[src/rtl/status_flag_unit_if.sv]
// Bundles the ALU-side flag inputs, checkpoint controls and status outputs of status_flag_unit.
// The master drives the requests and the slave (the flag unit) drives the results.
interface status_flag_unit_if #(
    parameter int FLAG_W = 4,
    parameter int DEPTH  = 4,
    localparam int CNT_W = $clog2(DEPTH + 1)
);
    logic [FLAG_W-1:0] flags_in;
    logic              update;
    logic [FLAG_W-1:0] update_mask;
    logic              ckpt_push;
    logic              ckpt_restore;
    logic              ckpt_discard;
    logic              err_clr;
    logic [FLAG_W-1:0] flags_out;
    logic [FLAG_W-1:0] flags_fwd;
    logic [CNT_W-1:0]  ckpt_count;
    logic              ckpt_full;
    logic              ckpt_empty;
    logic              ckpt_err;

    modport master (
        output flags_in, update, update_mask, ckpt_push, ckpt_restore, ckpt_discard, err_clr,
        input  flags_out, flags_fwd, ckpt_count, ckpt_full, ckpt_empty, ckpt_err
    );

    modport slave (
        input  flags_in, update, update_mask, ckpt_push, ckpt_restore, ckpt_discard, err_clr,
        output flags_out, flags_fwd, ckpt_count, ckpt_full, ckpt_empty, ckpt_err
    );
endinterface

[src/rtl/status_flag_unit.sv]
// Architectural condition flags with masked update, same-cycle bypass and a LIFO of
// flag checkpoints for rolling back speculative paths.
module status_flag_unit #(
    parameter int FLAG_W = 4,
    parameter int DEPTH  = 4,
    localparam int CNT_W = $clog2(DEPTH + 1)
) (
    input logic              clk,
    input logic              reset,
    status_flag_unit_if.slave sif
);
    localparam int IDX_W = (DEPTH > 1) ? $clog2(DEPTH) : 1;

    typedef enum logic [1:0] {
        OP_NONE,
        OP_RESTORE,
        OP_DISCARD,
        OP_PUSH
    } op_e;

    logic [FLAG_W-1:0] flags_q, flags_d;
    logic [CNT_W-1:0]  count_q, count_d;
    logic              err_q, err_d;
    logic [FLAG_W-1:0] stack_q [2**IDX_W];

    logic [FLAG_W-1:0] merged;
    logic [FLAG_W-1:0] fwd;
    logic              empty, full, push_en;
    logic [IDX_W-1:0]  top_idx, wr_idx;
    op_e               op;

    assign empty   = (count_q == '0);
    assign full    = (count_q == CNT_W'(DEPTH));
    assign top_idx = IDX_W'(count_q - CNT_W'(1));
    assign wr_idx  = IDX_W'(count_q);

    always_comb begin
        merged = (sif.flags_in & sif.update_mask) | (flags_q & ~sif.update_mask);
        fwd    = (sif.update && !sif.ckpt_restore) ? merged : flags_q;

        // The highest-priority request claims the single stack slot even if it errors.
        op = OP_NONE;
        if (sif.ckpt_restore)      op = OP_RESTORE;
        else if (sif.ckpt_discard) op = OP_DISCARD;
        else if (sif.ckpt_push)    op = OP_PUSH;

        flags_d = sif.update ? merged : flags_q;
        count_d = count_q;
        err_d   = sif.err_clr ? 1'b0 : err_q;
        push_en = 1'b0;

        case (op)
            OP_RESTORE: begin
                if (!empty) begin
                    flags_d = stack_q[top_idx];
                    count_d = count_q - CNT_W'(1);
                end else begin
                    err_d = 1'b1;
                end
            end
            OP_DISCARD: begin
                if (!empty) count_d = count_q - CNT_W'(1);
                else        err_d   = 1'b1;
            end
            OP_PUSH: begin
                if (!full) begin
                    push_en = 1'b1;
                    count_d = count_q + CNT_W'(1);
                end else begin
                    err_d = 1'b1;
                end
            end
            default: ;
        endcase
    end

    always_ff @(posedge clk or negedge reset) begin
        if (!reset) begin
            flags_q <= '0;
            count_q <= '0;
            err_q   <= 1'b0;
        end else begin
            flags_q <= flags_d;
            count_q <= count_d;
            err_q   <= err_d;
        end
    end

    // Checkpoint storage is deliberately left unreset; entries above count are never read.
    always_ff @(posedge clk) begin
        if (push_en) stack_q[wr_idx] <= fwd;
    end

    assign sif.flags_out  = flags_q;
    assign sif.flags_fwd  = fwd;
    assign sif.ckpt_count = count_q;
    assign sif.ckpt_full  = full;
    assign sif.ckpt_empty = empty;
    assign sif.ckpt_err   = err_q;
endmodule

[src/flat_wrapper.sv]
// flat-port wrapper written by rule: the top's interface ports become plain ports
module status_flag_unit_flat 
#(
    parameter int FLAG_W = 4,
    parameter int DEPTH  = 4,
    localparam int CNT_W = $clog2(DEPTH + 1)
)
  (clk, reset, sif_flags_in, sif_update, sif_update_mask, sif_ckpt_push, sif_ckpt_restore, sif_ckpt_discard, sif_err_clr, sif_flags_out, sif_flags_fwd, sif_ckpt_count, sif_ckpt_full, sif_ckpt_empty, sif_ckpt_err);
  status_flag_unit_if #(.FLAG_W(FLAG_W), .DEPTH(DEPTH)) sif_i ();
  input logic clk;
  input logic reset;
  input wire logic [$bits(sif_i.flags_in)-1:0] sif_flags_in;
  input wire logic [$bits(sif_i.update)-1:0] sif_update;
  input wire logic [$bits(sif_i.update_mask)-1:0] sif_update_mask;
  input wire logic [$bits(sif_i.ckpt_push)-1:0] sif_ckpt_push;
  input wire logic [$bits(sif_i.ckpt_restore)-1:0] sif_ckpt_restore;
  input wire logic [$bits(sif_i.ckpt_discard)-1:0] sif_ckpt_discard;
  input wire logic [$bits(sif_i.err_clr)-1:0] sif_err_clr;
  output wire logic [$bits(sif_i.flags_out)-1:0] sif_flags_out;
  output wire logic [$bits(sif_i.flags_fwd)-1:0] sif_flags_fwd;
  output wire logic [$bits(sif_i.ckpt_count)-1:0] sif_ckpt_count;
  output wire logic [$bits(sif_i.ckpt_full)-1:0] sif_ckpt_full;
  output wire logic [$bits(sif_i.ckpt_empty)-1:0] sif_ckpt_empty;
  output wire logic [$bits(sif_i.ckpt_err)-1:0] sif_ckpt_err;
  assign sif_i.flags_in = sif_flags_in;
  assign sif_i.update = sif_update;
  assign sif_i.update_mask = sif_update_mask;
  assign sif_i.ckpt_push = sif_ckpt_push;
  assign sif_i.ckpt_restore = sif_ckpt_restore;
  assign sif_i.ckpt_discard = sif_ckpt_discard;
  assign sif_i.err_clr = sif_err_clr;
  assign sif_flags_out = sif_i.flags_out;
  assign sif_flags_fwd = sif_i.flags_fwd;
  assign sif_ckpt_count = sif_i.ckpt_count;
  assign sif_ckpt_full = sif_i.ckpt_full;
  assign sif_ckpt_empty = sif_i.ckpt_empty;
  assign sif_ckpt_err = sif_i.ckpt_err;
  status_flag_unit #(.FLAG_W(FLAG_W), .DEPTH(DEPTH)) u_core (.clk(clk), .reset(reset), .sif(sif_i));
endmodule
[config.mk]
export PLATFORM = sky130hd
export DESIGN_NAME = status_flag_unit_flat
export DESIGN_NICKNAME = d
export VERILOG_FILES = /design/src/rtl/status_flag_unit_if.sv /design/src/rtl/status_flag_unit.sv /design/src/flat_wrapper.sv
export SDC_FILE = /design/constraint.sdc
export NUM_CORES = 1
export LEC_CHECK = 0
export ABC_AREA = 1
export CAP_MARGIN = 20
export CORE_MARGIN = 3
export CORE_UTILIZATION = 30
export CTS_CLUSTER_DIAMETER = 80
export CTS_CLUSTER_SIZE = 12
export DETAILED_ROUTE_END_ITERATION = 7
export SLEW_MARGIN = 40
export SYNTH_ARGS = -nofsm -noshare
export SYNTH_HDL_FRONTEND = slang
export SYNTH_SLANG_ARGS = --single-unit
[constraint.sdc]
create_clock -name clk -period 4.1 [get_ports clk]
set_input_delay 0.82 -clock clk [delete_from_list [all_inputs] [get_ports clk]]
set_output_delay 0.82 -clock clk [all_outputs]
set_load 0.01 [all_outputs]
Word-level counts from Yosys, hierarchy flattened
Memory sizes are Yosys's and may differ from the RTL's.
Cells that the tools add are included.
{ "totals": {"mem_bits_rw": 16, "wordCells": 40, "output_inout_bits": 14, "latchBits": 0, "rom_bits": 0, "reg_bits": 8, "inputBits": 15, "mem_count": 1} }
{ "op_classes": {"shift": 0, "n_lt_le_gt_ge": 0, "bitwise_logic": 4, "div": 0, "add_sub_neg": 2, "mux": 18, "mul": 0, "eq_ne": 6, "reduce_logical": 6} }
{ "memory_table": {"columns": ["name", "words", "width", "rd", "rd_ports_with_merged_regs", "write_ports", "line", "source"], "rows": [
  ["u_core.stack_q", 4, 4, 1, 0, 1, "status_flag_unit.sv:24", "logic [FLAG_W-1:0] stack_q [2**IDX_W];"]
]} }
{ "op_table": {"columns": ["cell", "n"], "rows": [
  ["4-bit 2-to-1 mux", 4],
  ["4-bit bitwise AND", 2],
  ["1-bit 2-to-1 mux", 7],
  ["2-bit 2-to-1 mux", 3],
  ["3-bit 2-to-1 mux", 2],
  ["3-bit one-hot mux with 2 select lines", 1],
  ["2-bit equality test, second input constant", 2],
  ["2-bit inequality test, second input constant", 2],
  ["4-bit NOT", 1],
  ["4-bit bitwise OR", 1],
  ["3-bit by 1-bit adder with 3-bit output, second input constant", 1],
  ["3-bit equality test, second input constant", 1],
  ["3-bit logical NOT", 1],
  ["3-bit AND reduction", 1],
  ["3-bit by 1-bit subtractor with 3-bit output, second input constant", 1],
  ["2-bit by 1-bit equality test with 1-bit output, second input constant", 1],
  ["1-bit one-hot mux with 2 select lines", 1],
  ["2-bit nonzero test", 1],
  ["2-bit OR reduction", 1],
  ["1-bit logical AND", 1],
  ["1-bit logical NOT", 1]
]} }

Depth between registers and ports, before layout
Gate-level depths: netlist (run 1).
{ "logic_depth": {"word_depth": 7, "ltp_mapped": 10, "depth_no_buf": 10} }

Worst setup path after synthesis (run 1)
Ideal clock, no wire load.
{ "synth_timing": {"kind": "input-to-output", "startpoint": "in sif_update", "endpoint": "out sif_flags_fwd[0]", "stages": 3, "slack_ps": 1793, "required_time_ps": 3280, "arrival_time_ps": 1487, "n_path_buf": 0, "path_cell_list": "inv_1 nor2_4 o21ai_0"} }
{ "synth_via": {"elab_chain_len": 2} }
{ "synth_lines": {"columns": ["element", "line", "source"], "rows": [
  ["start: declaration", "flat_wrapper.sv:13", "input wire logic [$bits(sif_i.update)-1:0] sif_update;"],
  ["1-bit logical AND", "status_flag_unit.sv:39", "fwd = (sif.update && !sif.ckpt_restore) ? merged : flags_q;"],
  ["4-bit 2-to-1 mux", "status_flag_unit.sv:39", null],
  ["end: declaration", "flat_wrapper.sv:20", "output wire logic [$bits(sif_i.flags_fwd)-1:0] sif_flags_fwd;"]
]} }
Every way passes these cells.

Final worst setup path (run 1)
{ "layout_timing": {"startpoint": "in sif_update", "endpoint": "out sif_flags_fwd[1]"} }
Same word-level chain as after synthesis.

==> results by group, run 1 <==
Route
  – Starting DRT DRC Count: 39
  – DRC viols: 0
  – Antenna Nets Post-Route: 0
  – Drt pass-1 iters: 4
  – Routed Wire Length: 2.69 mm
  – Vias per inst: 4.24
  – Via count: 1,065
  – Wire length per cell: 10.7 um

Timing
  – Fmax: ~0.29 GHz
  – Post-layout min period: 3.46 ns
  – Final hold vios: 0
  – Final setup viols: 0
  – Unrepaired setup endpoints after global routing: no
  – Skew final: ~0.0047 ns
  – Hold slack final: between 0.5 and 0.6 ns
  – Slew headroom: about 62%
  – Fin. max-slew vios: 0
  – Slew @ Worst Pin: around 0.56 ns
  – Fin Setup TNS: 0 ns
  – Final period util: between 80 and 90%

Pwr
  – Maximum vdd drop: approximately 0.00019 V
  – Pleak: 0.846 nW
  – Cell area power density: roughly 650 nW/um2

Layout
  – Final design instance area without fill: about 1800 um2
  – # nets final: around 230
  – Layout cells sized above 1: a little over 7%
  – Final Util: between 40% and 50%
  – Antenna diodes: 0
  – Area Growth Syn to Fin: 29.0%

Die
  – I/O pins: 29
  – Core area: 4410 um2
  – Die extent in y: 74.3 um
  – Die span in x: about 74 um
  – Rows: 24
  – Initial core utilization: 31.7%
  – Die area: 5520 um2

Hold path
  – Min-Delay Path Class: reg -> reg
  – Worst Hold Endpoint: u_core.sif.ckpt_err
  – Worst hold stages: 2
  – Hold Path Origin: u_core.sif.ckpt_err

Synth
  – Area share of the largest cell type after synthesis: 34.3%
  – Ys async rst share: approximately a third
  – Top_reg_cell synth: edfxtp_1
  – EDFF count, synth: 16
  – Register area share after synthesis: 48.7%
  – Cells after synthesis: roughly 170
  – Syn. warnings: 0
  – Netlist cell types: 18
  – Synthesis-stage register bit count: 24
  – Most area-hungry cell type in the Yosys netlist: edfxtp_1
  – Most frequent cell after synthesis: nand2_1
  – Cell area after synthesis: between 1000 and 1500 um2
  – Synth area leaders: edfxtp_1 (34%), dfrtp_1 (14%), nand2_1 (13%)
  – Synth top cells by count: nand2_1 (48), inv_1 (35), edfxtp_1 (16), o21ai_0 (12), nand3_1 (11)
  – Syn Area/Cell: approximately 8.3 um2
  – Post-synth net total: roughly 190

CTS
  – CTS Buf Count: 3
  – CTS Buffer Depth: 2
  – PostCTS Resize Cnt: 0
  – Number of post-CTS setup repair buffers: 0
  – CTS tree: yes
  – Hold_buf cts: 0
  – Clock slew at reported path FFs: ~0.08 ns
  – Clk root buf: clkbuf_8
  – CTS Sinks: 24
  – H-tree levels: 1
  – Clk_lat worst skew: roughly 0.27 ns

Flow run
  – Max-cap violation count: 0

Worst setup path
  – Flop-to-flop setup slack: about 2.0 ns
  – R2r worst-path depth: 7
  – Setup crit end kind: output port
  – Most used cell, CP: clkdlybuf4s50_1
  – Crit path max-delay cell type: clkdlybuf4s50_1
  – Critical R2R Capture: u_core.stack_q[2][1]
  – Crit path max fanout: 8
  – CP peak stage delay: 0.64 ns
  – Data arrival, critical path: 2.64 ns
  – Worst EP required: 3.28 ns
  – WS Path Type: in -> out
  – Worst setup SP type: input pin
  – R2r startpoint: u_core.sif.ckpt_count[0]
  – Worst-path cell chain: clkdlybuf4s50_1, inv_1, nor2_4, o21ai_0, clkdlybuf4s50_1

GRT
  – Vias in the first global route: about 950
  – First-pass GRT wire length: roughly 4.5 mm
  – GRT overflow: 0
  – Antenna violations before repair: 0
  – Largest net degree at the start of global routing: 15
  – Total GRT Usage: between 10 and 15%

Status
  – Status: finished clean

Placed design
  – DP Area: 1730 um2
  – Placer Congestion: approximately 0.82
  – Post-DP HPWL: approximately 2.2 mm
  – Port Buffer Count: 28
==> worst max-delay path by stage <==
stage	from	end	slack, ns	cells after the start
after floorplan	sif_update	sif_flags_fwd[0]	1.79	3
after global placement	sif_update	sif_flags_fwd[1]	0.68	5
after detailed placement	sif_update	sif_flags_fwd[1]	0.61	5
after CTS	sif_update	sif_flags_fwd[1]	0.61	5
after global routing	sif_update	sif_flags_fwd[1]	0.48	5
final	sif_update	sif_flags_fwd[1]	0.64	5
==> layer usage <==
metal | wire length, um | track usage [%] | share of wire, %
met1 | 1400 | 15.3 | 52
met2 | 1140 | 16.2 | 42
met3 | 125 | 2.57 | 4.6
met4 | 30 | 3.56 | 1.1
met5 | 0 | 0 | 0
==> sequential cells by signal, indices dropped and copies added, names as in the netlist <==
signal	count
u_core.stack_q	16
u_core.sif.ckpt_err	1
u_core.sif.flags_out	4
u_core.sif.ckpt_count	3
==> logic make-up after synthesis <==
| group | synth area share, % |
|---|---|
| flip-flops | 48.7 |
| adder cells (fa/ha/maj) | 8.94 |
| buffers and inverters | 11.5 |
| AND/OR/NAND/NOR | 23.3 |
| AO/OA/AOI/OAI | 6.89 |
| XOR/XNOR | 0.626 |
==> placed cells by master (no fill, tap or decap) <==
| master | netlist | final |
|---|---|---|
| o21ai_1 | 2 | 2 |
| o21ai_0 | 12 | 12 |
| inv_1 | 35 | 35 |
| clkbuf_8 | 0 | 3 |
| dfrtp_1 | 8 | 8 |
| a21oi_1 | 4 | 4 |
| nand2_2 | 4 | 4 |
| inv_8 | 1 | 1 |
| nor2_1 | 9 | 9 |
| ha_1 | 10 | 10 |
| nand3_1 | 11 | 11 |
| nor2_4 | 2 | 2 |
| nand2_1 | 48 | 48 |
| bufinv_16 | 0 | 1 |
| edfxtp_1 | 16 | 16 |
| nand3_2 | 1 | 1 |
| xnor2_1 | 1 | 1 |
| inv_2 | 2 | 2 |
| o22ai_1 | 1 | 1 |
| clkdlybuf4s50_1 | 0 | 28 |
==> power breakdown <==
part	switching [mW]	internal (mW)	total (mW)	leakage, nW
Clock	0.0778	0.130	0.208	0.0357
Combinational	0.314	0.252	0.566	0.569
Sequential	0.0542	0.339	0.393	0.242
==> worst max-delay path: cells and delay by family <==
family                 cells  cell delay, ns
AOI/OAI and AO/OA          1            0.47
buffers and inverters      3            1.26
and+or+nand+nor            1            0.08
==> per-stage QoR <==
step / setup WS, ns / cells / power [mW]
2_1_floorplan: 1.79 / 168 / 0.743
3_3_place_gp: 0.675 / 247 / 0.971
3_5_place_dp: 0.611 / 247 / 0.970
4_1_cts: 0.608 / 251 / 1.18
5_1_grt: 0.483 / 251 / 1.27
6_report: 0.638 / 251 / 1.17
==> area by class of cell <==
type                    count  area, um2
clock buffers               3       41.3
inverters                  38        150
repair buffers             28        280
clock inverters             1       30.0
flip-flops and latches     24        681
fillers                   448       2610
multi-input cells         105        557
well taps                  52       65.1
(Power assumes the default switching activity.)
==> run 2: changes to the inputs <==
==> constraint.sdc (replaced) <==
create_clock -name clk -period 3.29 [get_ports clk]
set_input_delay 0.658 -clock clk [delete_from_list [all_inputs] [get_ports clk]]
set_output_delay 0.658 -clock clk [all_outputs]
set_load 0.01 [all_outputs]
==> run 2 against run 1 <==
  * Via count barely moved
  * Clock power rose by 23%
  * Critical path type unchanged
  * Non-clock buffer count rose by 1
  * First-iteration DRC count rose by 2.6%
  * Worst setup slack got worse by 0.41 ns
  * Total power rose by 25%
  * Global-route usage fell by 0.056 points
  * Count of clock-buffer cells in the layout did not move
  * Core utilization rose by 0.17 points
  * Worst hold slack got worse by 0.0021 ns
==> results by group, run 2 (synthesis results as in run 1) <==
Route
  – Starting DRT DRC Count: 40
  – Wire length per cell: ~11 um
  – Routed Wire Length: 2.77 mm
  – Antenna Nets Post-Route: 0
  – Via count: roughly 1,100
  – Vias per inst: about 4.2
  – Drt pass-1 iters: 4
  – DRC viols: 0

Pwr
  – Cell area power density: 804 nW/um2
  – Pleak: 0.851 nW
  – Design Power: 1.46 mW
  – Maximum vdd drop: approximately 0.00022 V

Timing
  – Slew headroom: 61.7%
  – Skew final: 0.00259 ns
  – Post-layout min period: roughly 3.1 ns
  – Fin Setup TNS: 0 ns
  – Final worst slack: between 0.2 and 0.25 ns
  – Slew @ Worst Pin: between 0.5 and 0.6 ns
  – Fin. max-slew vios: 0
  – Fmax: 0.326 GHz
  – Final period util: between 90 and 100%
  – Final setup viols: 0
  – Final hold vios: 0
  – Unrepaired setup endpoints after global routing: no

Worst setup path
  – Flop-to-flop setup slack: approximately 1.1 ns
  – Critical path buffer and inverter count: 2
  – Cell family with most CP delay: buffers and inverters
  – Setup crit end kind: output port
  – Most used cell, CP: clkdlybuf4s50_1
  – Worst setup SP type: input pin
  – Worst EP required: 2.63 ns
  – Data arrival, critical path: 2.41 ns
  – CP peak stage delay: 0.64 ns
  – Crit path max-delay cell type: clkdlybuf4s50_1
  – Crit path max fanout: 8
  – WS Path Type: in -> out
  – Worst-path cell chain: clkdlybuf4s50_1, nor2_4, o21ai_0, clkdlybuf4s50_1

GRT
  – GRT overflow: 0
  – Met3 Usage GRT: under 10%
  – Global-route met2 utilization: about 17%
  – Gr busiest metal: met2
  – Vias in the first global route: 954
  – M1 GR Usage: roughly 15%
  – Antenna violations before repair: 0
  – First-pass GRT wire length: ~4.6 mm
  – Largest net degree at the start of global routing: 15
  – Total GRT Usage: 10.7%

Die
  – Die area: 5520 um2
  – Initial core utilization: 31.7%
  – Rows: 24
  – I/O pins: 29
  – Die span in x: 74.3 um
  – Core area: 4410 um2
  – Die extent in y: 74.3 um

Layout
  – Max reg flops: 16
  – Largest reg by FF count: u_core.stack_q
  – Area of the multi-input gates: ~560 um2
  – Fillers: approximately 450
  – # nets final: around 230
  – Layout cells sized above 1: between 7 and 8%
  – Antenna diodes: 0
  – Seq. cell area: around 700 um2
  – Area Growth Syn to Fin: 29.5%
  – Commonest non-fill, non-tap cells in the layout: nand2_1 (48), inv_1 (35), clkdlybuf4s50_1 (28)
  – Post-Layout Cell Count: around 250
  – Commonest non-fill, non-tap cell in the layout: nand2_1

Placed design
  – Pre-CTS setup slack: slightly above 0.2 ns
  – Placer Congestion: between 0.8 and 0.9
  – Port Buffer Count: 28
  – Placed insts: 248
  – Post-DP HPWL: 2.23 mm

CTS
  – PostCTS Resize Cnt: 0
  – Clk_lat worst skew: 0.26 ns
  – Clk root buf: clkbuf_8
  – CTS Buf Count: 3
  – Number of post-CTS setup repair buffers: 0
  – Clock slew at reported path FFs: roughly 0.080 ns
  – CTS tree: yes
  – CTS Buffer Depth: 2
  – CTS Sinks: 24
  – Hold_buf cts: 0
  – H-tree levels: 1

Status
  – Status: finished clean

Flow run
  – Max-cap violation count: 0

Hold path
  – Min-Delay Path Class: reg -> reg
## run 2: cell count changes in the layout (fill, tap and decap cells not counted)
cell | before | now
buf_4 | 0 | 1
## run 2: final timing paths
check / start / endpoint / depth (start not counted)
setup / recovery: sif_ckpt_restore / sif_flags_fwd[1] / 4
hold / removal: u_core.sif.ckpt_err / u_core.sif.ckpt_err / 2
setup reg to reg: u_core.sif.ckpt_count[0] / u_core.stack_q[0][1] / 7
hold reg to reg: u_core.sif.ckpt_err / u_core.sif.ckpt_err / 2
max in group asynchronous: reset / u_core.sif.flags_out[0] / 1
min in group asynchronous: reset / u_core.sif.flags_out[1] / 1
## run 2: power by group
group / internal (mW) / switching [mW] / total [mW] / leakage, nW
logic: 0.316 / 0.394 / 0.709 / 0.574
registers: 0.422 / 0.0693 / 0.491 / 0.242
clock network: 0.162 / 0.0932 / 0.256 / 0.0357
## run 2: tightest hold or removal path: stages (launching register included)
cell and delay (ns):
dfrtp_1 0.38, inv_1 0.05, o22ai_1 0.08
## run 2: metal layers
| metal | vias up | wire length, um |
|---|---|---|
| met4 | 0 | 0 |
| met1 | 464 | 1380 |
| li1 | 583 | - |
| met2 | 19 | 1280 |
| met3 | 0 | 111 |
| met5 | - | 0 |
## run 2: stage by stage
step                      util, %  cell area (um2)  hold slack [ns]
after floorplan                 -             1400            0.362
after global placement       39.4             1740            0.531
after detailed placement     39.4             1740            0.534
after CTS                    41.0             1810            0.546
after global routing         41.0             1810            0.602
final                        41.0             1810            0.545
## run 2: cell type report
cell class | count | share of cell area [%]
Sequential cell | 24 | 37.6
Multi-Input combinational cell | 105 | 30.7
Timing Repair Buffer | 29 | 15.9
Inverter | 38 | 8.29
Tap cell | 52 | 3.59
Clock buffer | 3 | 2.28
Clock inverter | 1 | 1.66
==> run 3: changes to the inputs <==
--- a/config.mk
+++ b/config.mk
@@ -10,9 +10,9 @@
 export CORE_MARGIN = 3
 export CORE_UTILIZATION = 30
 export CTS_CLUSTER_DIAMETER = 80
-export CTS_CLUSTER_SIZE = 12
 export DETAILED_ROUTE_END_ITERATION = 7
 export SLEW_MARGIN = 40
 export SYNTH_ARGS = -nofsm -noshare
 export SYNTH_HDL_FRONTEND = slang
 export SYNTH_SLANG_ARGS = --single-unit
+export TNS_END_PERCENT = 5
==> results of run 3 <==
No change in the layout: final DEF, timing and power equal those of run 2.
